## config.mk

```make
export PLATFORM = sky130hd
export DESIGN_NAME = seq_alu_flat
export DESIGN_NICKNAME = d
export VERILOG_FILES = /design/src/rtl/seq_alu_if.sv /design/src/rtl/seq_alu.sv /design/src/flat_wrapper.sv
export SDC_FILE = /design/constraint.sdc
export NUM_CORES = 1
export LEC_CHECK = 0
export BUFFER_PORTS_ARGS = -buffer_cell sky130_fd_sc_hd__buf_2
export CAP_MARGIN = 30
export CORE_MARGIN = 2
export CORE_UTILIZATION = 56
export DETAILED_ROUTE_END_ITERATION = 12
export PLACE_DENSITY = 0.78
export SKIP_LAST_GASP = 1
export SLEW_MARGIN = 20
export SYNTH_ARGS = -nofsm -noshare
export SYNTH_HDL_FRONTEND = slang
export SYNTH_SLANG_ARGS = --single-unit
```

## constraint.sdc

```tcl
create_clock -name clk -period 4 [get_ports clk]
set_input_delay 0.6 -clock clk [delete_from_list [all_inputs] [get_ports clk]]
set_output_delay 0.6 -clock clk [all_outputs]
set_load 0.1 [all_outputs]
```

## src/rtl/seq_alu_if.sv

```systemverilog
// seq_alu_if: operand/result handshake bundle for seq_alu.
//   master : operand producer / result consumer (decode + writeback side)
//   slave  : the ALU itself
// Signals:
//   in_valid/in_ready            operand handshake
//   in_data1, in_data2           operands A and B (WIDTH bits)
//   in_select                    {m_ext, funct3[2:0], funct7[5]}
//   out_valid/out_ready          result handshake
//   out_data                     result (WIDTH bits)
interface seq_alu_if #(
  parameter int WIDTH = 32
);
  logic             in_valid;
  logic             in_ready;
  logic [WIDTH-1:0] in_data1;
  logic [WIDTH-1:0] in_data2;
  logic [4:0]       in_select;
  logic             out_valid;
  logic             out_ready;
  logic [WIDTH-1:0] out_data;

  modport master (
    output in_valid, in_data1, in_data2, in_select, out_ready,
    input  in_ready, out_valid, out_data
  );

  modport slave (
    input  in_valid, in_data1, in_data2, in_select, out_ready,
    output in_ready, out_valid, out_data
  );
endinterface

```

## src/rtl/seq_alu.sv

```systemverilog
// seq_alu: handshaked RV32I/RV64I integer ALU with optional iterative
// M-extension (radix-2 shift-add multiply, restoring divide).
// Ports:
//   clk    rising-edge clock
//   reset  synchronous, active-high
//   bus    seq_alu_if.slave (operand and result valid/ready handshakes)
// Latency: base/illegal ops 1 cycle after accept, M ops WIDTH+1 cycles.
// Build option: define SEQ_ALU_MULDIV_EN to compile in the multiply/divide
// datapath; without it any op with in_select[4]=1 returns 0 after 1 cycle.
module seq_alu #(
  parameter int WIDTH   = 32,
  parameter int SHAMT_W = $clog2(WIDTH)
) (
  input  logic     clk,
  input  logic     reset,
  seq_alu_if.slave bus
);

  typedef enum logic [1:0] {IDLE = 2'd0, BUSY = 2'd1, DONE = 2'd2} state_e;

  state_e           state_q;
  logic             out_valid_q;
  logic [WIDTH-1:0] out_data_q;
  logic [WIDTH-1:0] a_q, b_q;
  logic [4:0]       sel_q;
  logic             accept;
  logic [SHAMT_W-1:0] shamt;
  logic [WIDTH-1:0] base_res;
  logic [WIDTH-1:0] result;

  assign bus.in_ready  = (state_q == IDLE) && !reset;
  assign bus.out_valid = out_valid_q;
  assign bus.out_data  = out_data_q;
  assign accept        = bus.in_valid && bus.in_ready;
  assign shamt         = b_q[SHAMT_W-1:0];

  // Base ops evaluate from operands captured at accept.
  always_comb begin
    // NOTE: default first so no path through the case leaves base_res
    // unassigned, which would infer a latch.
    base_res = '0;
    case (sel_q[3:0])
      4'b0000: base_res = a_q + b_q;
      4'b0001: base_res = a_q - b_q;
      4'b0010: base_res = a_q << shamt;
      4'b0100: base_res = {{(WIDTH-1){1'b0}}, $signed(a_q) < $signed(b_q)};
      4'b0110: base_res = {{(WIDTH-1){1'b0}}, a_q < b_q};
      4'b1000: base_res = a_q ^ b_q;
      4'b1010: base_res = a_q >> shamt;
      4'b1011: base_res = $signed(a_q) >>> shamt;
      4'b1100: base_res = a_q | b_q;
      4'b1110: base_res = a_q & b_q;
      default: base_res = '0;
    endcase
  end

`ifdef SEQ_ALU_MULDIV_EN
  // Shared iterative datapath. Multiply: acc holds the running high half,
  // lo the multiplier shifting out LSB-first and the product low half
  // shifting in. Divide: lo holds the dividend shifting out MSB-first and
  // the quotient shifting in, acc the partial remainder.
  logic [WIDTH:0]     acc_q, acc_d;
  logic [WIDTH-1:0]   lo_q, lo_d, opb_q;
  logic [SHAMT_W-1:0] cnt_q;
  logic               sa_q, sx_q, div0_q;
  logic [2:0]         fn;
  logic               a_signed, b_signed, a_neg, b_neg;
  logic [WIDTH-1:0]   mag_a, mag_b;
  logic [WIDTH:0]     mul_sum, div_shift;
  logic [WIDTH+1:0]   div_diff;
  logic [2*WIDTH-1:0] prod, prod_s;
  logic [WIDTH-1:0]   quo, rem, m_res;

  assign fn       = bus.in_select[3:1];
  assign a_signed = (fn == 3'b001) || (fn == 3'b010) || (fn == 3'b100) || (fn == 3'b110);
  assign b_signed = (fn == 3'b001) || (fn == 3'b100) || (fn == 3'b110);
  assign a_neg    = a_signed && bus.in_data1[WIDTH-1];
  assign b_neg    = b_signed && bus.in_data2[WIDTH-1];
  assign mag_a    = a_neg ? -bus.in_data1 : bus.in_data1;
  assign mag_b    = b_neg ? -bus.in_data2 : bus.in_data2;

  always_comb begin
    acc_d     = acc_q;
    lo_d      = lo_q;
    mul_sum   = lo_q[0] ? acc_q + {1'b0, opb_q} : acc_q;
    div_shift = {acc_q[WIDTH-1:0], lo_q[WIDTH-1]};
    // One extra bit so the borrow is visible even when div_shift >= 2^WIDTH.
    div_diff  = {1'b0, div_shift} - {2'b00, opb_q};
    if (sel_q[3]) begin
      if (div_diff[WIDTH+1]) begin
        acc_d = div_shift;
        lo_d  = {lo_q[WIDTH-2:0], 1'b0};
      end else begin
        acc_d = div_diff[WIDTH:0];
        lo_d  = {lo_q[WIDTH-2:0], 1'b1};
      end
    end else begin
      acc_d = {1'b0, mul_sum[WIDTH:1]};
      lo_d  = {mul_sum[0], lo_q[WIDTH-1:1]};
    end
  end

  // Sign fix-up. Divide-by-zero forces an all-ones quotient; the remainder
  // (|A| with A's sign) already equals A. MIN/-1 falls out naturally.
  assign prod   = {acc_q[WIDTH-1:0], lo_q};
  assign prod_s = sx_q ? -prod : prod;
  assign quo    = div0_q ? '1 : (sx_q ? -lo_q : lo_q);
  assign rem    = sa_q ? -acc_q[WIDTH-1:0] : acc_q[WIDTH-1:0];

  always_comb begin
    m_res = '0;
    case (sel_q[3:1])
      3'b000:                 m_res = prod_s[WIDTH-1:0];
      3'b001, 3'b010, 3'b011: m_res = prod_s[2*WIDTH-1:WIDTH];
      3'b100, 3'b101:         m_res = quo;
      default:                m_res = rem;
    endcase
  end

  assign result = sel_q[4] ? m_res : base_res;
`else
  assign result = sel_q[4] ? '0 : base_res;
`endif

  // NOTE: sequential state uses non-blocking assignments only, so every
  // register samples pre-edge values regardless of statement order.
  always_ff @(posedge clk) begin
    if (reset) begin
      // NOTE: the datapath registers are reset too; they are few and a
      // known state keeps post-reset results free of X.
      state_q     <= IDLE;
      out_valid_q <= 1'b0;
      out_data_q  <= '0;
      a_q         <= '0;
      b_q         <= '0;
      sel_q       <= '0;
`ifdef SEQ_ALU_MULDIV_EN
      acc_q       <= '0;
      lo_q        <= '0;
      opb_q       <= '0;
      cnt_q       <= '0;
      sa_q        <= 1'b0;
      sx_q        <= 1'b0;
      div0_q      <= 1'b0;
`endif
    end else begin
      case (state_q)
        IDLE: begin
          if (accept) begin
            a_q   <= bus.in_data1;
            b_q   <= bus.in_data2;
            sel_q <= bus.in_select;
            state_q <= DONE;
`ifdef SEQ_ALU_MULDIV_EN
            if (bus.in_select[4]) begin
              state_q <= BUSY;
              cnt_q   <= SHAMT_W'(WIDTH - 1);
              acc_q   <= '0;
              lo_q    <= mag_a;
              opb_q   <= mag_b;
              sa_q    <= a_neg;
              sx_q    <= a_neg ^ b_neg;
              div0_q  <= fn[2] && (bus.in_data2 == '0);
            end
`endif
          end
        end
`ifdef SEQ_ALU_MULDIV_EN
        BUSY: begin
          acc_q <= acc_d;
          lo_q  <= lo_d;
          if (cnt_q == '0) state_q <= DONE;
          else             cnt_q   <= cnt_q - 1'b1;
        end
`endif
        DONE: begin
          // First DONE cycle registers the result; afterwards hold until taken.
          if (!out_valid_q) begin
            out_valid_q <= 1'b1;
            out_data_q  <= result;
          end else if (bus.out_ready) begin
            out_valid_q <= 1'b0;
            state_q     <= IDLE;
          end
        end
        default: state_q <= IDLE;
      endcase
    end
  end

endmodule

```

## src/flat_wrapper.sv

```systemverilog
// flat-port wrapper written by rule: the top's interface ports become plain ports
module seq_alu_flat 
#(
  parameter int WIDTH   = 32,
  parameter int SHAMT_W = $clog2(WIDTH)
)
  (clk, reset, bus_in_valid, bus_in_data1, bus_in_data2, bus_in_select, bus_out_ready, bus_in_ready, bus_out_valid, bus_out_data);
  seq_alu_if #(.WIDTH(WIDTH)) bus_i ();
  input  logic clk;
  input  logic reset;
  input wire logic [$bits(bus_i.in_valid)-1:0] bus_in_valid;
  input wire logic [$bits(bus_i.in_data1)-1:0] bus_in_data1;
  input wire logic [$bits(bus_i.in_data2)-1:0] bus_in_data2;
  input wire logic [$bits(bus_i.in_select)-1:0] bus_in_select;
  input wire logic [$bits(bus_i.out_ready)-1:0] bus_out_ready;
  output wire logic [$bits(bus_i.in_ready)-1:0] bus_in_ready;
  output wire logic [$bits(bus_i.out_valid)-1:0] bus_out_valid;
  output wire logic [$bits(bus_i.out_data)-1:0] bus_out_data;
  assign bus_i.in_valid = bus_in_valid;
  assign bus_i.in_data1 = bus_in_data1;
  assign bus_i.in_data2 = bus_in_data2;
  assign bus_i.in_select = bus_in_select;
  assign bus_i.out_ready = bus_out_ready;
  assign bus_in_ready = bus_i.in_ready;
  assign bus_out_valid = bus_i.out_valid;
  assign bus_out_data = bus_i.out_data;
  seq_alu #(.WIDTH(WIDTH), .SHAMT_W(SHAMT_W)) u_core (.clk(clk), .reset(reset), .bus(bus_i));
endmodule
```

==> results of run 1 <==
==> worst register-to-register path: stages, from the launching register on <==
cell	delay [ns]
dfxtp_1	0.56
inv_1	0.11
ha_1	0.44
nor3_1	0.50
nand2_1	0.21
nor3_2	0.30
o31ai_2	0.14
a31oi_1	0.38
a221o_1	0.23
a31oi_2	0.14
o31ai_1	0.27
or4b_1	0.46
o211ai_1	0.12
==> final timing paths <==
path	cells after the start	startpoint	slack, ns	end
min reg2reg	2	u_core.bus.out_data[5]	0.44	u_core.bus.out_data[5]
max reg2reg	12	u_core.a_q[11]	0.04	u_core.bus.out_data[27]
max	12	u_core.a_q[11]	0.04	u_core.bus.out_data[27]
min	3	bus_in_data2[20]	0.43	u_core.b_q[20]
==> cells by family after synthesis <==
family / after synthesis / share of synthesized area
AOI/OAI and AO/OA: 601 / 0.344
xor gates and xnor gates: 20 / 0.0147
adders and majority gates: 102 / 0.108
buffers and inverters: 229 / 0.0755
DFF: 103 / 0.173
muxes: 93 / 0.101
and+or+nand+nor: 504 / 0.184
==> metrics by stage <==
step                hold WS (ns)  TNS (ns)  instance area, µm²  power, mW  utilization
floorplan                  0.450         0               11900       2.53            -
global placement           0.430         0               12700       3.08        0.608
detailed placement         0.438         0               12700       3.09        0.608
CTS                        0.422         0               13100       4.06        0.624
global route               0.429   -0.0554               13100       4.30        0.625
finish                     0.427         0               13100       4.15        0.625
==> routing by layer <==
metal  vias to the layer above  global-route usage  part of all wire
li1                       6141                   -                 -
met1                      6281               0.552              0.38
met2                      1013               0.666              0.43
met3                       236              0.0866              0.11
met4                         0               0.293             0.082
met5                         -                   0                 0
==> sequential cells by signal, indices dropped and copies added (netlist names) <==
register / flops
u_core.b_q: 32
u_core.sel_q: 5
u_core.a_q: 32
u_core.state_q: 1
u_core.bus.out_valid: 1
u_core.bus.out_data: 32
==> cell usage in the layout (no fill, tap or decap), types with 9 or more instances in the layout <==
cell type  count
a21oi_1      129
buf_2        105
nor2_1       146
inv_1         90
a211o_1       11
o2111ai_1     14
ha_1         100
nand2b_1      16
nor3_1        30
xnor2_1       15
a211oi_1      36
a21o_1        22
a31oi_1       10
clkbuf_16      9
o21bai_1      15
buf_4         61
nor2b_1       10
nor4_1        10
nand2_1      224
mux2_2        13
mux4_2        21
dfxtp_1       99
nand3_1       24
o31ai_1       86
mux2i_1       59
a221oi_1      26
o211ai_1      26
a22oi_1       14
o22ai_1       13
o21ai_0      111
==> where the power goes <==
group | switching [mW] | internal, mW
logic | 1.32 | 0.643
registers | 0.108 | 1.10
clock network | 0.449 | 0.528
total | 1.88 | 2.27
==> area by class of cell <==
class | instances | share of cell area
Tap cell | 275 | 0.0263
Multi-Input combinational cell | 1320 | 0.688
Clock buffer | 11 | 0.0193
Clock inverter | 5 | 0.00487
Inverter | 94 | 0.0269
Sequential cell | 103 | 0.158
Timing Repair Buffer | 168 | 0.0770
==> synthesized netlist by cell type, types with 14 or more instances <==
| master | count | share of area |
|---|---|---|
| a21o_1 | 22 | 0.014 |
| o21bai_1 | 15 | 0.0094 |
| nor3_1 | 30 | 0.013 |
| o211ai_1 | 26 | 0.016 |
| a22oi_1 | 14 | 0.0088 |
| ha_1 | 100 | 0.10 |
| nand2b_1 | 16 | 0.0084 |
| nor2_1 | 147 | 0.046 |
| a221oi_1 | 26 | 0.019 |
| dfxtp_1 | 103 | 0.17 |
| mux2i_1 | 59 | 0.049 |
| inv_1 | 91 | 0.029 |
| mux4_2 | 21 | 0.040 |
| xnor2_1 | 15 | 0.011 |
| o21ai_0 | 111 | 0.047 |
| buf_2 | 24 | 0.010 |
| o31ai_1 | 86 | 0.054 |
| a211oi_1 | 37 | 0.023 |
| a21oi_1 | 130 | 0.054 |
| o2111ai_1 | 14 | 0.010 |
| nand3_1 | 24 | 0.010 |
| clkbuf_1 | 97 | 0.030 |
| nand2_1 | 224 | 0.070 |
==> repair_timing <==
item,in CTS,in global routing
endpoints found under the setup margin,0,3
buffers inserted,0,1
gates resized for setup,0,3
hold buffers,0,0
==> results.md, run 1 <==
- First-pass GRT wire length: 74500 µm
- Global route overflow: 0
- Pin count of the biggest net entering global routing: 78
- Least-Margin Pin Slew: 0.853 ns
- Max Transition Viols Final: 0
- DRT Wirelength: 49900 µm
- Top Ports: 107
- Proportion of layout cells with a drive suffix above 1: 0.149
- Share of the yosys chip area belonging to registers: 0.173
- Main synth FF type: dfxtp_1
- Worst hold path type: in2reg
- Fmax: 0.253 GHz
- DR vias/cell: 6.92
- Peak VDD IR: 0.211 mV
- Die width: 150 µm
- Vias in the first global route: 12500
- Critical path capture point type: register
- Status: finished, final reports clean
- Layout Nets: 1871
- Detailed Place HPWL: 37600 µm
- Crit path required time: 4.27 ns
- Largest stage delay, worst path: 0.56 ns
- Dpl cells: 1958
- WP buf/inv: 1
- Multi-input gate area: 9000 µm²
- MaxCap Viol Count: 0
- I/O Buffers: 106
- Final std cells w/o fill: 1976
- Die Height: 150 µm
- CP startpoint kind: register
- CTS tree: built
- Fraction of registers with async set/reset: 0
- Crit path setup slack, layout: 0.0409 ns
- Root buf cell: clkbuf_16
- Distinct cells, synth: 81
- H-tree depth: 3
- Unrepaired setup endpoints after global routing: true
- Slew HR: 0.432
- Initial antenna violation count: 0
- CP cell instances: inv_1, ha_1, nor3_1, nand2_1, nor3_2, o31ai_2, a31oi_1, a221o_1, a31oi_2, o31ai_1, or4b_1, o211ai_1
- Final GP Congestion: 1.10
- Global-route total usage across every layer: 0.435
- Synth Register Bits: 103
- DR WL/cell: 25.2 µm
- TritonCTS Sinks: 103
- Power per Cell Area: 317 nW/µm²
- Die ar.: 22500 µm²
- Filler instances: 2000
- Core area: 21000 µm²
- Fin crit share: 0.990
- Initial Utilization: 0.570
- Worst-path clk slew: 0.08 ns
- Pre-CTS setup slack: 0.104 ns
- EDFF count, synth: 0
- Min Tclk post-route: 3.96 ns
- Initial DRC count: 1706
- Max FO, Critical Path: 10
- Antenna viol nets, final: 0
- LEAKAGE: 5.24 nW
- DRC viols: 0
- Synth-to-layout area growth: 9.68%
- Final hold vios: 0
- Worst Skew: 0.0109 ns
- Via Count: 13700
- Final setup violation count: 0
- Slowest-stage cell, CP: dfxtp_1
- Register Area: 2070 µm²
- Synthesized area: 11900 µm²
- Critical path arrival: 4.23 ns
- Syn Nets: 1827
- Setup Crit Path Kind: reg2reg
- Top delay family on crit path: simple AND/OR/NAND/NOR gates
- Pre-antenna DRT Iters: 10
- Mapped Cells: 1652
- Worst-Skew Late Latency: 0.36 ns
- Total CTS buffers: 9
- ANT cells: 0
- Yosys warnings: 0
- Clock buffer depth: 2
- Cell Rows: 53
- Syn_area_per_cell: 7.23 µm²
No activity file was read; power rests on OpenSTA's default activity.
==> run 2: changes to the inputs <==
--- a/config.mk
+++ b/config.mk
@@ -10,7 +10,7 @@
 export CORE_MARGIN = 2
 export CORE_UTILIZATION = 56
 export DETAILED_ROUTE_END_ITERATION = 12
-export PLACE_DENSITY = 0.78
+export PLACE_DENSITY = 0.89
 export SKIP_LAST_GASP = 1
 export SLEW_MARGIN = 20
 export SYNTH_ARGS = -nofsm -noshare
==> run 2 against run 1 <==
Compared with the run above: worst setup slack better by 0.11 ns; core utilization rose by 0.57 points; clock-buffer cell count decreased by 1; largest cell class unchanged; flip-flop and latch count is the same; maximum frequency rose by 3.0%; clock skew is 0.0049 ns higher; register-to-register slack improved by 0.11 ns; wire length up 2.2%; design area up 0.92%; critical path depth stayed put.
==> results.md, run 2 (synthesized netlist as in run 1, its figures left out) <==
- Total Power: 4.24 mW (+2.3%)
- Cell Rows: 53 (unchanged)
- Slew HR: 0.387 (-0.0449)
- Global route overflow: 0 (unchanged)
- Max FO, Critical Path: 10 (unchanged)
- Worst hold path type: in2reg
- Antenna viol nets, final: 0 (unchanged)
- DR vias/cell: 6.90 (-0.31%)
- Worst-path clk slew: 0.09 ns (about the same)
- Min Tclk post-route: 3.84 ns (-0.115 ns)
- WP buf/inv: 1 (unchanged)
- Die Height: 150 µm (unchanged)
- Critical path capture point type: register
- Multi-input gate area: 9020 µm² (+0.18%)
- Filler instances: 1949 (-2.6%)
- Power per Cell Area: 321 nW/µm² (+1.4%)
- Commonest cells after routing, fill and taps aside: nand2_1 (224), nor2_1 (146), a21oi_1 (129)
- Via Count: 13700 (+0.20%)
- Worst reg2reg path depth: 12 (unchanged)
- Top Ports: 107 (unchanged)
- Critical path arrival: 4.07 ns (-0.16 ns)
- Least-Margin Pin Slew: 0.912 ns (+0.0598 ns)
- Fin crit share: 0.961 (-0.0287)
- Status: finished, final reports clean
- WP depth: 12 (unchanged)
- Pin count of the biggest net entering global routing: 80 (+2.6%)
- Max Transition Viols Final: 0 (unchanged)
- Core Util, Final: 0.631 (+0.00573)
- Initial Utilization: 0.570 (unchanged)
- TritonCTS Sinks: 103 (unchanged)
- Pre-antenna DRT Iters: 9 (-1)
- DR WL/cell: 25.7 µm (+1.7%)
- Total CTS buffers: 9 (unchanged)
- CP startpoint kind: register
- Vias in the first global route: 12700 (+1.3%)
- Crit path setup slack, layout: 0.156 ns (+0.115 ns)
- Root buf cell: clkbuf_16
- Worst hold slack: 0.415 ns (-0.0120 ns)
- Synth-to-layout area growth: 10.7%
- Proportion of layout cells with a drive suffix above 1: 0.154 (+0.00448)
- CP cell instances: inv_1, ha_1, o21bai_1, a2111oi_4, nor3_2, o31ai_2, a31oi_1, a221oi_2, o31ai_2, o41ai_2, mux2i_1, a221oi_2
- Initial antenna violation count: 0 (unchanged)
- Final setup TNS: 0 ns (unchanged)
- Detailed Place HPWL: 39100 µm (+4.1%)
- CTS Hold Buffers Added: 0 (unchanged)
- DRT Wirelength: 51000 µm (+2.2%)
- Register Area: 2070 µm² (unchanged)
- Worst Skew: 0.0159 ns (+0.00492 ns)
- Initial DRC count: 1753 (+2.8%)
- Pre-CTS setup slack: 0.210 ns (+0.106 ns)
- Crit path required time: 4.22 ns (-0.05 ns)
- Largest stage delay, worst path: 0.59 ns (+0.03 ns)
- Slowest-stage cell, CP: dfxtp_1
- Global-route total usage across every layer: 0.449 (+0.0136)
- Worst hold stages: 3 (unchanged)
- CTS tree: built
- MaxCap Viol Count: 0 (unchanged)
- First-pass GRT wire length: 76300 µm (+2.4%)
- Final hold vios: 0 (unchanged)
- Core area: 21000 µm² (unchanged)
- Most common cell after layout, fill and taps aside: nand2_1
- H-tree depth: 3 (unchanged)
- DRC viols: 0 (unchanged)
- Fmax: 0.260 GHz (+3.0%)
- Top delay family on crit path: compound AO/OA/AOI/OAI gates
- Final setup violation count: 0 (unchanged)
- Die width: 150 µm (unchanged)
- Setup Crit Path Kind: reg2reg
- Die ar.: 22500 µm² (unchanged)
- Worst-Skew Late Latency: 0.37 ns (about the same)
- Peak VDD IR: 0.206 mV (-2.4%)
- Layout Nets: 1880 (+0.48%)
- I/O Buffers: 106 (unchanged)
- Final GP Congestion: 1.08 (-1.4%)
- Clock buffer depth: 2 (unchanged)
- LEAKAGE: 5.30 nW (+1.3%)
run 2: changes by cell type in the layout (fill, tap and decap cells not counted), sizes merged:
cell,change
inv,-1
clkinv,+1
bufinv,+1
diode,+1
clkbuf,-2
buf,+10
run 2: metrics by stage:
step,instances,cell area [µm²]
5_1_grt,1985,13200
2_1_floorplan,1652,11900
3_5_place_dp,1968,12800
4_1_cts,1984,13200
6_report,1986,13200
3_3_place_gp,1968,12800
run 2: power breakdown:
group	leakage, nW	switching (mW)	internal [mW]
combinational	4.30	1.35	0.666
sequential	0.846	0.101	1.10
clock	0.159	0.468	0.557
run 2: tightest hold or removal path, cell delays in order:
cell and delay (ns):
buf_2 0.07, nand2_1 0.04, o31ai_1 0.05
run 2: layout make-up:
| cell class | count | area share |
|---|---|---|
| repair buffers | 177 | 0.0835 |
| inverters | 94 | 0.0267 |
| clock inverters | 6 | 0.00710 |
| multi-input cells | 1320 | 0.683 |
| clock buffers | 10 | 0.0173 |
| flip-flops and latches | 103 | 0.157 |
| diodes | 1 | 0.000189 |
| well taps | 275 | 0.0260 |
run 2: worst paths after layout:
check	from	to	slack [ns]
min reg2reg	u_core.bus.out_data[5]	u_core.bus.out_data[5]	0.47
min	bus_in_data2[7]	u_core.b_q[7]	0.42
max	u_core.a_q[1]	u_core.bus.out_data[31]	0.16
max reg2reg	u_core.a_q[1]	u_core.bus.out_data[31]	0.16
run 2: routing by layer:
metal  global-route usage  up-vias  wire length (µm)
met5                    0        -                 0
met1                0.574     6346             19800
met3               0.0963      221              5490
li1                     -     6183                 -
met4                0.279        0              3890
met2                0.687      948             21900
run 2: what timing repair did:
item                                    4_1_cts  5_1_grt
endpoints found under the setup margin        0        2
setup buffers                                 0        1
resized for setup                             0        5
